--- src/rtl/jk_lab_pkg.sv ---
// rtl/jk_lab_pkg.sv - JK cell excitation encodings and next-state excitation helper
package jk_lab_pkg;

  localparam logic [1:0] JK_HOLD   = 2'b00;
  localparam logic [1:0] JK_RESET  = 2'b01;
  localparam logic [1:0] JK_SET    = 2'b10;
  localparam logic [1:0] JK_TOGGLE = 2'b11;

  // Returns {J,K}; never JK_TOGGLE, so each cell only holds, sets or resets.
  function automatic logic [1:0] jk_excite(input logic q, input logic nxt);
    return {nxt & ~q, q & ~nxt};
  endfunction

endpackage

--- src/rtl/jk_ff_sync.sv ---
// rtl/jk_ff_sync.sv - single-bit JK flip-flop with synchronous active-high clear
module jk_ff_sync
  import jk_lab_pkg::*;
(
  input  logic cp,
  input  logic clr,
  input  logic j,
  input  logic k,
  output logic q,
  output logic qb
);

  always_ff @(posedge cp) begin
    if (clr) begin
      q <= 1'b0;
    end else begin
      case ({j, k})
        JK_HOLD:  q <= q;
        JK_RESET: q <= 1'b0;
        JK_SET:   q <= 1'b1;
        default:  q <= ~q;
      endcase
    end
  end

  assign qb = ~q;

endmodule

--- src/rtl/jk_mod_counter.sv ---
// rtl/jk_mod_counter.sv - up/down modulo-N counter built from JK cells with load clamp and wrap pulse
module jk_mod_counter
  import jk_lab_pkg::*;
#(
  parameter int WIDTH   = 4,
  parameter int MODULUS = 10
) (
  input  logic             cp,
  input  logic             clr,
  input  logic             en,
  input  logic             up,
  input  logic             ld,
  input  logic [WIDTH-1:0] d,
  output logic [WIDTH-1:0] q,
  output logic [WIDTH-1:0] qb,
  output logic             tc,
  output logic             wrap
);

  localparam logic [WIDTH-1:0] LAST = WIDTH'(MODULUS - 1);

  if (WIDTH < 2 || WIDTH > 8 || MODULUS < 2 || MODULUS > (1 << WIDTH)) begin : g_bad_params
    $fatal(1, "jk_mod_counter: WIDTH must be 2..8 and MODULUS 2..2**WIDTH");
  end

  logic             at_end;
  logic [WIDTH-1:0] nxt;
  logic [WIDTH-1:0] jk_j;
  logic [WIDTH-1:0] jk_k;

  always_comb begin
    at_end = up ? (q == LAST) : (q == '0);
    tc     = en & ~ld & ~clr & at_end;
    nxt    = q;
    if (clr) begin
      nxt = '0;
    end else if (ld) begin
      nxt = (32'(d) < MODULUS) ? d : LAST;
    end else if (en) begin
      if (at_end) nxt = up ? '0 : LAST;
      else        nxt = up ? q + WIDTH'(1) : q - WIDTH'(1);
    end
  end

  for (genvar i = 0; i < WIDTH; i++) begin : g_cell
    assign {jk_j[i], jk_k[i]} = jk_excite(q[i], nxt[i]);

    jk_ff_sync u_cell (
      .cp  (cp),
      .clr (clr),
      .j   (jk_j[i]),
      .k   (jk_k[i]),
      .q   (q[i]),
      .qb  (qb[i])
    );
  end

  // A wrapping edge is exactly an edge sampled while tc is high.
  always_ff @(posedge cp) begin
    if (clr) wrap <= 1'b0;
    else     wrap <= tc;
  end

endmodule
--- config.mk ---
export PLATFORM = sky130hd
export DESIGN_NAME = jk_mod_counter
export DESIGN_NICKNAME = d
export VERILOG_FILES = /design/src/rtl/jk_lab_pkg.sv /design/src/rtl/jk_ff_sync.sv /design/src/rtl/jk_mod_counter.sv
export SDC_FILE = /design/constraint.sdc
export NUM_CORES = 1
export LEC_CHECK = 0
export CORE_MARGIN = 8
export CORE_UTILIZATION = 41
export DETAILED_ROUTE_END_ITERATION = 8
export PLACE_DENSITY = 0.73
export SLEW_MARGIN = 20
export SYNTH_ARGS = -nofsm -noshare
export SYNTH_HDL_FRONTEND = slang
export SYNTH_HIERARCHICAL = 1
export SYNTH_SLANG_ARGS = --single-unit
--- constraint.sdc ---
create_clock -name cp -period 2.3 [get_ports cp]
set_input_delay 0.69 -clock cp [delete_from_list [all_inputs] [get_ports cp]]
set_output_delay 0.69 -clock cp [all_outputs]
set_load 0.05 [all_outputs]
==> summary.txt <==
Post-Place Cells -> 138
worst hold stages -> 2
R2R Path Start -> g_cell[1].u_cell/q$_SDFFE_PP0P_
Yosys Warn Count -> 6
total global-route track usage -> 11.8%
clock transition at the registers of the reported paths -> 0.05 ns
fin crit period -> 2.36 ns
first-pass GRT wire length -> 3130 um
CP startpoint kind -> input pin
power density over the cells -> 803 nW/um^2
Setup crit end kind -> output pin
IR drop worst, VDD -> 0.655 mV
FF-to-FF End -> g_cell[2].u_cell/q$_SDFFE_PP0P_
initial core utilization -> 43.5%
via count -> 792
period utilization -> 103%
Pre-antenna DRT Iters -> 4
Antenna Violating Nets Remaining -> 0
post-detail-place hpwl -> 1400 um
Hold Crit Class -> flip-flop to flip-flop
Pleak -> 0.504 nW
Synth Area per Inst -> 7.45 um^2
final net count -> 151
hold wc startpoint -> g_cell[0].u_cell/q$_SDFFE_PP0P_
I/O pins -> 19
initial DRC count -> 11
unrepaired setup endpoints after global routing -> true
wire per inst -> 13.9 um
Max Slew Vio Count -> 0
die width -> 56.0 um
die height -> 56.0 um
clock root buffer -> clkbuf_4
vias in the first global route -> 744
Row Count -> 14
share of layout cells above drive strength 1 -> 39.2%
sequential share of the synthesized area -> 15.3%
Die Area -> 3130 um^2
unique cell type count in the Yosys netlist -> 26
hold path endpoint -> g_cell[0].u_cell/q$_SDFFE_PP0P_
Max Freq -> 423 MHz
Reg2Reg Setup Slack -> 0.04 ns
P&R area growth vs syn -> 81.3%
WL final -> 2030 um
Worst path max stage delay -> 0.34 ns
Synth Register Bits -> 5
final hold viol count -> 0
WP data arrival -> 1.67 ns
GRT overflow -> 0
H-Tree Depth -> 1
Final Setup Violations -> 3
CP max-delay cell -> dlygate4sd2_1
Clk Latency, worst-skew pair -> 0.25 ns
Worst Reg2Reg Path Length in Cells -> 9
Syn Inst Count -> 88
antenna violations before repair -> 0
max cap viols -> 0
Max clock buf depth -> 2
port bufs -> 18
routability cong. -> 0.820
CP max FO -> 6
CTS tree -> yes
Mapped Area -> 656 um^2
syn_nets -> 108
largest net degree at the start of global routing -> 9
critical path class -> input pin to output pin
Req. time, crit path -> 1.61 ns
CTS buffer count -> 3
fin cells -> 146
Cell Chain, Critical Path -> dlygate4sd2_1 -> nand2b_4 -> buf_4 -> nor3_4 -> buf_12
setup ws final -> -0.0631 ns
Layout Skew -> 0.000221 ns
Post-route DRC -> 0
outcome -> finished, violations left
Rel. slew slack -> 66.3%
failing checks -> negative setup slack
clock sink count -> 5
Final Util -> 78.9%
Inserted Diodes -> 0
core footprint -> 1510 um^2
Via density -> 5.42
Worst Tran Pin Value -> 0.504 ns
[placed cells by master (no fill, tap or decap), types with 3 or more instances in the layout]
cell,instances
buf_4,21
inv_1,17
clkdlybuf4s50_1,11
nand2_1,9
a31oi_1,7
ha_1,7
a21oi_2,4
or3_1,4
nand3b_1,4
a21oi_1,3
ha_4,3
clkbuf_4,3
dlygate4sd2_1,3
[per-stage QoR]
step | hold WS, ns | setup WS [ns] | area, um^2 | power (mW) | setup TNS [ns]
floorplan | 0.564 | 0.000380 | 718 | 0.551 | 0
global placement | 0.505 | -0.739 | 1050 | 0.749 | -3.04
detailed placement | 0.514 | -0.796 | 1050 | 0.766 | -3.21
CTS | 0.536 | -0.0486 | 1120 | 0.906 | -0.0486
global route | 0.565 | -0.181 | 1190 | 1.02 | -0.584
finish | 0.531 | -0.0631 | 1190 | 0.954 | -0.137
[worst max path at each step]
stage,endpoint,depth (start not counted),slack (ns),startpoint
floorplan,g_cell[3].u_cell/q$_SDFFE_PP0P_,10,0.0004,up
global placement,g_cell[1].u_cell/q$_SDFFE_PP0P_,9,-0.74,up
detailed placement,g_cell[3].u_cell/q$_SDFFE_PP0P_,11,-0.80,up
CTS,tc,7,-0.05,up
global route,g_cell[1].u_cell/q$_SDFFE_PP0P_,11,-0.18,up
finish,tc,5,-0.06,ld
[registers in the layout (all words and copies together) (netlist names)]
| name | flops |
|---|---|
| g_cell.u_cell/q | 4 |
| wrap | 1 |
[cells in the mapped netlist]
cell type,count,share of area (%)
nand2b_1,1,0.95
dfxtp_1,5,15
nor3_2,1,1.5
nand3b_1,4,4.6
nor2b_1,1,0.95
a31oi_1,8,7.6
o21ai_2,1,1.3
a21oi_1,7,5.3
o211ai_1,1,1.1
or3_1,4,3.8
ha_1,10,19
nand2_1,9,5.2
buf_2,1,0.76
and3_4,1,1.7
inv_2,1,0.57
inv_1,18,10
nor3_1,2,1.5
a21oi_2,1,1.3
o21ai_0,1,0.76
a21boi_1,2,2.3
a21o_1,2,2.3
fa_1,1,3.1
o211a_1,1,1.5
xnor2_1,2,2.7
nor3b_2,2,3.8
nor2_1,1,0.57
[per-layer routing]
layer,vias to the layer above,part of all wire (%),global-route usage (%)
met5,-,0,0
met4,0,2.6,8.59
met3,5,4.8,2.97
met2,24,46,18.5
met1,378,47,13.3
li1,385,-,-
[kinds of logic after synthesis]
kind of cell	Yosys count	share of synthesized area [%]
xor+xnor	2	2.67
fa+ha+maj	11	22.1
simple gates	26	24.6
buf+inv	20	11.6
compound gates	24	23.7
flops	5	15.3
[worst max-delay path: cells and delay by family]
| family | cells | cell delay [ns] |
|---|---|---|
| buffers and inverters | 3 | 0.65 |
| and+or+nand+nor | 2 | 0.34 |
[where the power goes]
| part | leakage [nW] | switching [mW] | internal [mW] |
|---|---|---|---|
| Sequential | 0.0428 | 0.0502 | 0.114 |
| Combinational | 0.447 | 0.370 | 0.311 |
| Clock | 0.0150 | 0.0428 | 0.0660 |
| Total | 0.504 | 0.463 | 0.492 |
[what timing repair did]
action / CTS / global route
pin swaps: 5 / 5
setup buffers: 1 / 3
cloned: 0 / 0
hold buffers: 0 / 0
endpoints found under the setup margin: 5 / 5
resized for setup: 18 / 8
[final cells by class]
cell class	instances	area [um^2]
Multi-Input combinational cell	63	594
Timing Repair Buffer	39	360
Fill cell	101	318
Sequential cell	5	109
Inverter	19	78.8
Clock buffer	4	26.3
Tap cell	16	20.0
(Power assumes the default switching activity.)
